File: src/rtl/sm83_alu_pkg.sv
// sm83_alu_pkg: shared operation encoding, flag layout and op-class helpers for the SM83 ALU.
package sm83_alu_pkg;

    typedef enum logic [2:0] {
        OP_ADD, OP_ADC, OP_SUB, OP_SBC, OP_AND, OP_XOR, OP_OR, OP_CP
    } alu_op_t;

    typedef struct packed {
        logic z;
        logic n;
        logic h;
        logic c;
    } alu_flags_t;

    function automatic logic op_is_sub(alu_op_t op);
        return op inside {OP_SUB, OP_SBC, OP_CP};
    endfunction

    function automatic logic op_is_logic(alu_op_t op);
        return op inside {OP_AND, OP_XOR, OP_OR};
    endfunction

endpackage

File: src/rtl/sm83_alu_slice.sv
// sm83_alu_slice: combinational ripple slice; subtraction is A + ~B + carry.
module sm83_alu_slice
    import sm83_alu_pkg::*;
#(
    parameter int SLICE_WIDTH = 4
) (
    input  logic [SLICE_WIDTH-1:0] a,
    input  logic [SLICE_WIDTH-1:0] b,
    input  logic                   c_in,
    input  alu_op_t                op,
    output logic [SLICE_WIDTH-1:0] r,
    output logic                   c_out
);

    logic [SLICE_WIDTH-1:0] bb, g, p;
    logic [SLICE_WIDTH:0]   c;

    assign bb   = op_is_sub(op) ? ~b : b;
    assign g    = a & bb;
    assign p    = a ^ bb;
    assign c[0] = c_in;

    for (genvar i = 0; i < SLICE_WIDTH; i++) begin : g_chain
        assign c[i+1] = g[i] | (p[i] & c[i]);
    end

    always_comb begin
        r = op == OP_AND ? a & b :
            op == OP_XOR ? a ^ b :
            op == OP_OR  ? a | b : p ^ c[SLICE_WIDTH-1:0];
    end

    assign c_out = op_is_logic(op) ? 1'b0 : c[SLICE_WIDTH];

endmodule

File: src/rtl/sm83_alu_seq.sv
// sm83_alu_seq: word-wide SM83 ALU evaluated one slice per clock, LSB first,
// with valid/ready handshakes on both sides.
module sm83_alu_seq
    import sm83_alu_pkg::*;
#(
    parameter int SLICE_WIDTH = 4,
    parameter int NUM_SLICES  = 2
) (
    input  logic                              clk,
    input  logic                              reset,
    input  logic                              in_valid,
    output logic                              in_ready,
    input  logic [2:0]                        op,
    input  logic [SLICE_WIDTH*NUM_SLICES-1:0] a,
    input  logic [SLICE_WIDTH*NUM_SLICES-1:0] b,
    input  logic                              carry_in,
    output logic                              out_valid,
    input  logic                              out_ready,
    output logic [SLICE_WIDTH*NUM_SLICES-1:0] result,
    output logic [3:0]                        flags
);

    localparam int WS = SLICE_WIDTH * NUM_SLICES;
    localparam int IW = NUM_SLICES > 1 ? $clog2(NUM_SLICES) : 1;
    localparam logic [IW-1:0] LAST = IW'(NUM_SLICES - 1);

    typedef enum logic [1:0] {IDLE, RUN, DONE} state_t;

    state_t                 state, state_n;
    alu_op_t                op_in, op_q;
    logic [WS-1:0]          a_q, b_q, res_q, res_n;
    logic [IW-1:0]          idx;
    logic [SLICE_WIDTH-1:0] s_r;
    logic                   s_c, carry_q, h_raw, h_now, accept;
    alu_flags_t             flags_q, flags_n;

    assign op_in     = alu_op_t'(op);
    assign in_ready  = state == IDLE;
    assign out_valid = state == DONE;
    assign accept    = in_valid && in_ready;

    always_ff @(posedge clk) begin
        if (reset) state <= IDLE;
        else       state <= state_n;
    end

    always_comb begin
        state_n = state;
        if (state == IDLE && accept)         state_n = RUN;
        if (state == RUN && idx == LAST)     state_n = DONE;
        if (state == DONE && out_ready)      state_n = IDLE;
    end

    sm83_alu_slice #(.SLICE_WIDTH(SLICE_WIDTH)) u_slice (
        .a     (a_q[idx*SLICE_WIDTH +: SLICE_WIDTH]),
        .b     (b_q[idx*SLICE_WIDTH +: SLICE_WIDTH]),
        .c_in  (carry_q),
        .op    (op_q),
        .r     (s_r),
        .c_out (s_c)
    );

    // Flags are formed from the word as it will look after the final slice is written.
    always_comb begin
        res_n                                = res_q;
        res_n[idx*SLICE_WIDTH +: SLICE_WIDTH] = s_r;
        h_now     = idx == '0 ? s_c : h_raw;
        flags_n.z = res_n == '0;
        flags_n.n = op_is_sub(op_q);
        flags_n.h = op_is_sub(op_q) ? !h_now : op_is_logic(op_q) ? op_q == OP_AND : h_now;
        flags_n.c = op_is_sub(op_q) ? !s_c : s_c;
    end

    always_ff @(posedge clk) begin
        if (reset) begin
            a_q     <= '0;
            b_q     <= '0;
            op_q    <= OP_ADD;
            res_q   <= '0;
            carry_q <= 1'b0;
            h_raw   <= 1'b0;
            idx     <= '0;
            flags_q <= '0;
        end else if (accept) begin
            a_q     <= a;
            b_q     <= b;
            op_q    <= op_in;
            idx     <= '0;
            carry_q <= op_in == OP_ADC ? carry_in : op_in == OP_SBC ? !carry_in : op_is_sub(op_in);
        end else if (state == RUN) begin
            res_q   <= res_n;
            carry_q <= s_c;
            h_raw   <= h_now;
            idx     <= idx == LAST ? '0 : idx + 1'b1;
            if (idx == LAST) flags_q <= flags_n;
        end
    end

    // CP keeps A as its visible result; the difference only feeds the flags.
    assign result = op_q == OP_CP ? a_q : res_q;
    assign flags  = flags_q;

endmodule

File: config.mk
export PLATFORM = sky130hd
export DESIGN_NAME = sm83_alu_seq
export DESIGN_NICKNAME = d
export VERILOG_FILES = /design/src/rtl/sm83_alu_pkg.sv /design/src/rtl/sm83_alu_slice.sv /design/src/rtl/sm83_alu_seq.sv
export SDC_FILE = /design/constraint.sdc
export NUM_CORES = 1
export LEC_CHECK = 0
export ABC_AREA = 1
export CORE_UTILIZATION = 50
export DETAILED_ROUTE_END_ITERATION = 16
export GPL_ROUTABILITY_DRIVEN = 0
export PLACE_DENSITY = 0.76
export SYNTH_ARGS = -nofsm -noshare
export SYNTH_HDL_FRONTEND = slang
export SYNTH_SLANG_ARGS = --single-unit
File: constraint.sdc
create_clock -name clk -period 3.8 [get_ports clk]
set_input_delay 0.76 -clock clk [delete_from_list [all_inputs] [get_ports clk]]
set_output_delay 0.76 -clock clk [all_outputs]
set_load 0.05 [all_outputs]
======== Word-level counts from Yosys, hierarchy flattened ========
Cells that the tools add are included.
storage, ports and cells
  output and inout bits ................... 14
  bits in registers ....................... 36
  word-level logic and storage cells ...... 84
cells by class
  bitwise logic cells ..................... 16
  muxes and demuxes ....................... 18
  add/sub/neg operators ................... 2
  equal/unequal tests ..................... 12
  reductions and logical operators ........ 19
  shift-type cells ........................ 4
operators by type and width
  cell                                                                     count
  3-bit negator with 34-bit output                                         1
  4-bit by 34-bit variable shift with 8-bit output (first input constant)  1
  4-bit by 34-bit indexed part select with 8-bit output                    1
  4-bit 2-to-1 mux                                                         4
  8-bit by 4-bit indexed part select with 4-bit output                     2
  3-bit == test (second input constant)                                    5
  3-bit by 2-bit == test with 1-bit output (second input constant)         4
  4-bit XOR                                                                3
  1-bit 2-to-1 mux                                                         10
  3-bit nonzero test                                                       3
  4-bit bitwise AND                                                        2
  8-bit bitwise mux                                                        1
  8-bit zero test                                                          1
  8-bit 2-to-1 mux                                                         1
  1-bit bitwise AND                                                        4
  1-bit logical AND                                                        4
  2-bit 2-to-1 mux                                                         2
  4-bit NOT                                                                1
  1-bit bitwise OR                                                         4
  4-bit bitwise OR                                                         1
  2-bit nonzero test                                                       2
  2-bit OR reduction                                                       2
  3-bit by 1-bit == test with 1-bit output (second input constant)         1
  1-bit zero test                                                          3
  8 further kinds                                                          8

======== Longest topological paths before layout ========
Gate-level depths: netlist of run 1.
  word-level depth ........................ 17
  mapped depth ............................ 20
  depth with buffers taken out ............ 20

======== Cells and area by module ========
Synthesis of run 1 repeated with hierarchy kept, for this count alone.
unflattened totals
  cell total of the unflattened synthesis .. 308
  area total of the unflattened synthesis .. 2,107.0 um^2
by module, submodules not included
  module          area an instance (um^2)  sequential area each (um^2)  cells an instance  instances
  sm83_alu_seq    1,652.8                  720.7                        239                1
  sm83_alu_slice  454.2                    0.0                          69                 1

======== Worst setup path after synthesis of run 1 ========
OpenSTA, ideal clock, no wires.
  kind .................................... reg-to-reg
  from .................................... register idx
  to ...................................... register res_q[3]
  slack ................................... 0.477 ns
  library setup time ...................... 0.116 ns
  data arrival time ....................... 3.207 ns
  clock period less this slack ............ 3.323 ns
  path buffers ............................ 2
  stages on the path, launching flop included .. 19
  cells stage by stage .................... dfxtp_1 > clkbuf_1 > buf_2 > o21ai_0 > fa_1 > fa_1 > fa_1 > inv_1 > fa_1 > inv_1 > nand2_2 > nand3_2 > nand2_1 > nand2_2 > nand2_2 > nand2_2 > nand2_1 > o211ai_1 > inv_1
between the ends
  longest elaborated chain between the ends .. 16
RTL lines
  what                                                   RTL line              text
  from (decl)                                            sm83_alu_seq.sv:32    logic [IW-1:0] idx;
  from (signal assigned)                                 sm83_alu_seq.sv:94    idx <= idx == LAST ? '0 : idx + 1'b1;
  8-bit by 4-bit indexed part select with 4-bit output   sm83_alu_seq.sv:56    .b (b_q[idx*SLICE_WIDTH +: SLICE_WIDTH]),
  4-bit NOT                                              sm83_alu_slice.sv:18  assign bb = op_is_sub(op) ? ~b : b;
  4-bit 2-to-1 mux                                       sm83_alu_slice.sv:18
  4-bit XOR                                              sm83_alu_slice.sv:20  assign p = a ^ bb;
  1-bit bitwise AND                                      sm83_alu_slice.sv:24  assign c[i+1] = g[i] | (p[i] & c[i]);
  1-bit bitwise OR                                       sm83_alu_slice.sv:24
  1-bit bitwise AND                                      sm83_alu_slice.sv:24
  1-bit bitwise OR                                       sm83_alu_slice.sv:24
  1-bit bitwise AND                                      sm83_alu_slice.sv:24
  1-bit bitwise OR                                       sm83_alu_slice.sv:24
  4-bit XOR                                              sm83_alu_slice.sv:30  op == OP_OR ? a | b : p ^ c[SLICE_WIDTH-1:0];
  4-bit 2-to-1 mux                                       sm83_alu_slice.sv:30
  4-bit 2-to-1 mux                                       sm83_alu_slice.sv:29  op == OP_XOR ? a ^ b :
  4-bit 2-to-1 mux                                       sm83_alu_slice.sv:28  r = op == OP_AND ? a & b :
  4-bit by 34-bit indexed part select with 8-bit output  sm83_alu_seq.sv:66    res_n[idx*SLICE_WIDTH +: SLICE_WIDTH] = s_r;
  8-bit bitwise mux (*)                                  sm83_alu_seq.sv:66
  to (signal assigned)                                   sm83_alu_seq.sv:91    res_q <= res_n;
  to (decl)                                              sm83_alu_seq.sv:31    logic [WS-1:0] a_q, b_q, res_q, res_n;
Every way passes the cells marked *; elsewhere a longest branch is shown, timed or not.
A chain may end at the register's enable or synchronous reset.

======== Worst setup path after layout of run 1 ========
  from .................................... register op_q[0]
  to ...................................... register res_q[3]
between the ends
  longest elaborated chain between the ends .. 16
RTL lines
  what                                                                       RTL line              text
  from (decl)                                                                sm83_alu_seq.sv:30    alu_op_t op_in, op_q;
  from (signal assigned)                                                     sm83_alu_seq.sv:87    op_q <= op_in;
  3-bit by 2-bit == test with 1-bit output or 3-bit == test (tied branches)  sm83_alu_pkg.sv:16    return op inside {OP_SUB, OP_SBC, OP_CP};
  3-bit nonzero test                                                         sm83_alu_pkg.sv:16
  4-bit 2-to-1 mux                                                           sm83_alu_slice.sv:18
  4-bit XOR                                                                  sm83_alu_slice.sv:20
  1-bit bitwise AND                                                          sm83_alu_slice.sv:24
  1-bit bitwise OR                                                           sm83_alu_slice.sv:24
  1-bit bitwise AND                                                          sm83_alu_slice.sv:24
  1-bit bitwise OR                                                           sm83_alu_slice.sv:24
  1-bit bitwise AND                                                          sm83_alu_slice.sv:24
  1-bit bitwise OR                                                           sm83_alu_slice.sv:24
  4-bit XOR                                                                  sm83_alu_slice.sv:30
  4-bit 2-to-1 mux                                                           sm83_alu_slice.sv:30
  4-bit 2-to-1 mux                                                           sm83_alu_slice.sv:29
  4-bit 2-to-1 mux (*)                                                       sm83_alu_slice.sv:28
  4-bit by 34-bit indexed part select with 8-bit output (*)                  sm83_alu_seq.sv:66
  8-bit bitwise mux (*)                                                      sm83_alu_seq.sv:66
Marks and branches as above.

==> impl_metrics.toml, run 1 <==
[grt]
antenna_found_initial = 0
grt_use_total = 0.251
grt.overflow.total = 0
grt_max_degree = 34
grt_pass1_wl_um = 8360
grt_pass1_vias = 1838

[route]
drt_pass1_iterations = 5
vias = 2071
drtAntennaViolNets = 0
post_drt_wl_per_cell_um = 12.5
drc = 0
via_per_inst = 5.22
wl_um = 4960
drtIter0Drc = 202

[synthesis]
synth_top_area_cell = "dfxtp_1"
synth.most_common_cell = "nand2_1"
ys.flop_type = "dfxtp_1"
synth.distinct_cells = 31
synth_edf_count = 0
synthesis.nets = 346
syn_area_um2 = 2130
ys_seq_area_frac = 0.338
syn_area_per_cell_um2 = 6.87
synth-seq-cells = 36
async_flop_share = 0
yosysTopAreaCellShare = 0.338
synth.area.top_cells = "dfxtp_1, o21ai_0, nand2_1, inv_1, nor2_1"
synth_cells = 310
synth_warnings = 0
ys_top_cells_by_count = "nand2_1, inv_1, o21ai_0, dfxtp_1, nor2_1"

[sta]
worst-slew-pin-transition_ps = 812
slew_headroom = 0.458
fmax_mhz = 286
rsz0062_at_grt = "false"
period_share = 0.921
setup_viol = 0
timing.hold.ws_ps = 459
layout_setup_ws_ps = 301
slew_viol_final = 0
fin_crit_ps = 3500
clock_skew_ps = 7.59
finalHoldViolCount = 0
tns_ps = 0

[placement]
dp_hpwl_um = 3710
dp_cells = 389
placed_area_um2 = 2540
place_ws_ps = 346
port_buffers = 37

[clocking]
clk_pin_slew_worst_paths_ps = 80
cts-hold-fix-buffers = 0
cts_sinks = 36
post_cts_buffers = 0
htree_levels = 2
clk_latency_ps = 290
tritoncts = "built"
cts_resized = 0
cts.path.max_buffers = 2
cts_made_buffers = 5
clockRootBuffer = "clkbuf_8"

[worst_setup_path]
crit_path_end_kind = "flip-flop"
critPathArrivalTime_ps = 3690
cp_cell_sequence = "inv_2 > nand2_1 > nand2_1 > xor2_1 > fa_1 > fa_1 > fa_1 > inv_1 > fa_1 > inv_1 > nand2_2 > nand3_2 > nand2_1 > nand2_2 > nand2_2 > nand2_2 > nand2_1 > o211ai_1 > inv_1"
worst_path_max_delay_cell = "dfxtp_1"
setup.worst_path.start_class = "flip-flop"
cp_max_fo = 7
required_ps = 3990
path_class = "reg -> reg"
cp_top_family = "adder cells"
slowest_delay_ps = 500
cp_num_buf_inv = 4

[final_layout]
fin_nets = 382
postLayoutCellArea_um2 = 2630
stdcell_count = 397
area_growth_pct = 23.7
drive_gt1_frac = 0.0922
n_antenna_cell = 0

[floorplan]
core_um2 = 4060
die_h_um = 67.3
rows = 23
io_pins = 38
die_area_um2 = 4520
start_util = 0.525
fp.dieW_um = 67.3

[power_and_ir_drop]
powerDensity_nw_per_um2 = 430
p_leak_nw = 1.21
ir_drop_v = 0.000258

[run_status]
status = "finished clean"

[flow_run]
drv_cap = 0

[min_path]
hold_class = "reg -> reg"
## where the power goes
part	leakage [nW]	switching (mW)	internal, mW	total [mW]
logic	0.870	0.260	0.156	0.415
registers	0.296	0.0219	0.410	0.432
clock network	0.0445	0.139	0.147	0.286
total	1.21	0.420	0.713	1.13
## metrics by stage
stage | power [mW] | utilization
after floorplan | 0.740 | -
after global placement | 0.844 | 0.626
after detailed placement | 0.851 | 0.626
after global routing | 1.22 | 0.649
after CTS | 1.14 | 0.649
final | 1.13 | 0.649
## sequential cells by signal, indices dropped and copies added (netlist names)
register	flops
flags	4
op_q	3
state	2
h_raw	1
carry_q	1
idx	1
a_q	8
b_q	8
res_q	8
## placed cells by master, fill, tap and decap left out, types with 3 or more instances in the layout
| cell | Yosys | routed |
|---|---|---|
| nor2_1 | 33 | 33 |
| fa_1 | 4 | 4 |
| inv_1 | 45 | 45 |
| nand2_2 | 5 | 5 |
| o211ai_1 | 3 | 3 |
| nand3_1 | 10 | 10 |
| nor2_2 | 3 | 3 |
| o21ai_0 | 45 | 45 |
| clkdlybuf4s50_1 | 0 | 37 |
| a21oi_1 | 20 | 20 |
| buf_4 | 0 | 5 |
| or2_2 | 3 | 3 |
| ha_1 | 8 | 8 |
| nand2_1 | 58 | 58 |
| xor2_1 | 4 | 4 |
| inv_2 | 3 | 3 |
| dfxtp_1 | 36 | 36 |
| clkbuf_8 | 0 | 6 |
## worst register-to-register path: stages (launching register included)
cell	delay [ps]
dfxtp_1	500
inv_2	110
nand2_1	120
nand2_1	160
xor2_1	210
fa_1	410
fa_1	400
fa_1	380
inv_1	80
fa_1	410
inv_1	80
nand2_2	50
nand3_2	50
nand2_1	60
nand2_2	90
nand2_2	50
nand2_2	60
nand2_1	50
o211ai_1	90
inv_1	50
## area by class of cell
| class | instances | area, um^2 |
|---|---|---|
| clock buffers | 7 | 86.3 |
| clock inverters | 1 | 7.51 |
| fillers | 372 | 1420 |
| inverters | 48 | 180 |
| multi-input cells | 213 | 1170 |
| flip-flops and latches | 36 | 721 |
| well taps | 50 | 62.6 |
| repair buffers | 42 | 408 |
## worst paths after layout
path / start / endpoint / cells past startpoint / slack [ps]
max: op_q[0] / res_q[3] / 19 / 300
min: b_q[0] / b_q[0] / 2 / 460
min reg2reg: b_q[0] / b_q[0] / 2 / 460
max reg2reg: op_q[0] / res_q[3] / 19 / 300
## metal layers
layer,vias up,share of wire,global-route usage
met5,-,0,0
met3,10,0.074,0.0659
met4,0,0.017,0.101
met2,95,0.46,0.390
met1,906,0.45,0.328
li1,1060,-,-
## kinds of logic (layout without fill, tap and decap cells)
logic type | after synthesis | after routing | synth area share
simple gates | 120 | 120 | 0.253
fa+ha+maj | 12 | 12 | 0.0846
flops | 36 | 36 | 0.338
xor+xnor | 4 | 4 | 0.0164
buf+inv | 61 | 98 | 0.113
compound gates | 76 | 76 | 0.190
mux | 1 | 1 | 0.00470
Power figures use the tool's default switching activity.
==> run 2, diff against run 1 <==
Settings changed: GPL_ROUTABILITY_DRIVEN 0 to not set, SKIP_LAST_GASP set to 1.
==> results of run 2 <==
Final layout, timing and power as in run 1 (identical DEF).
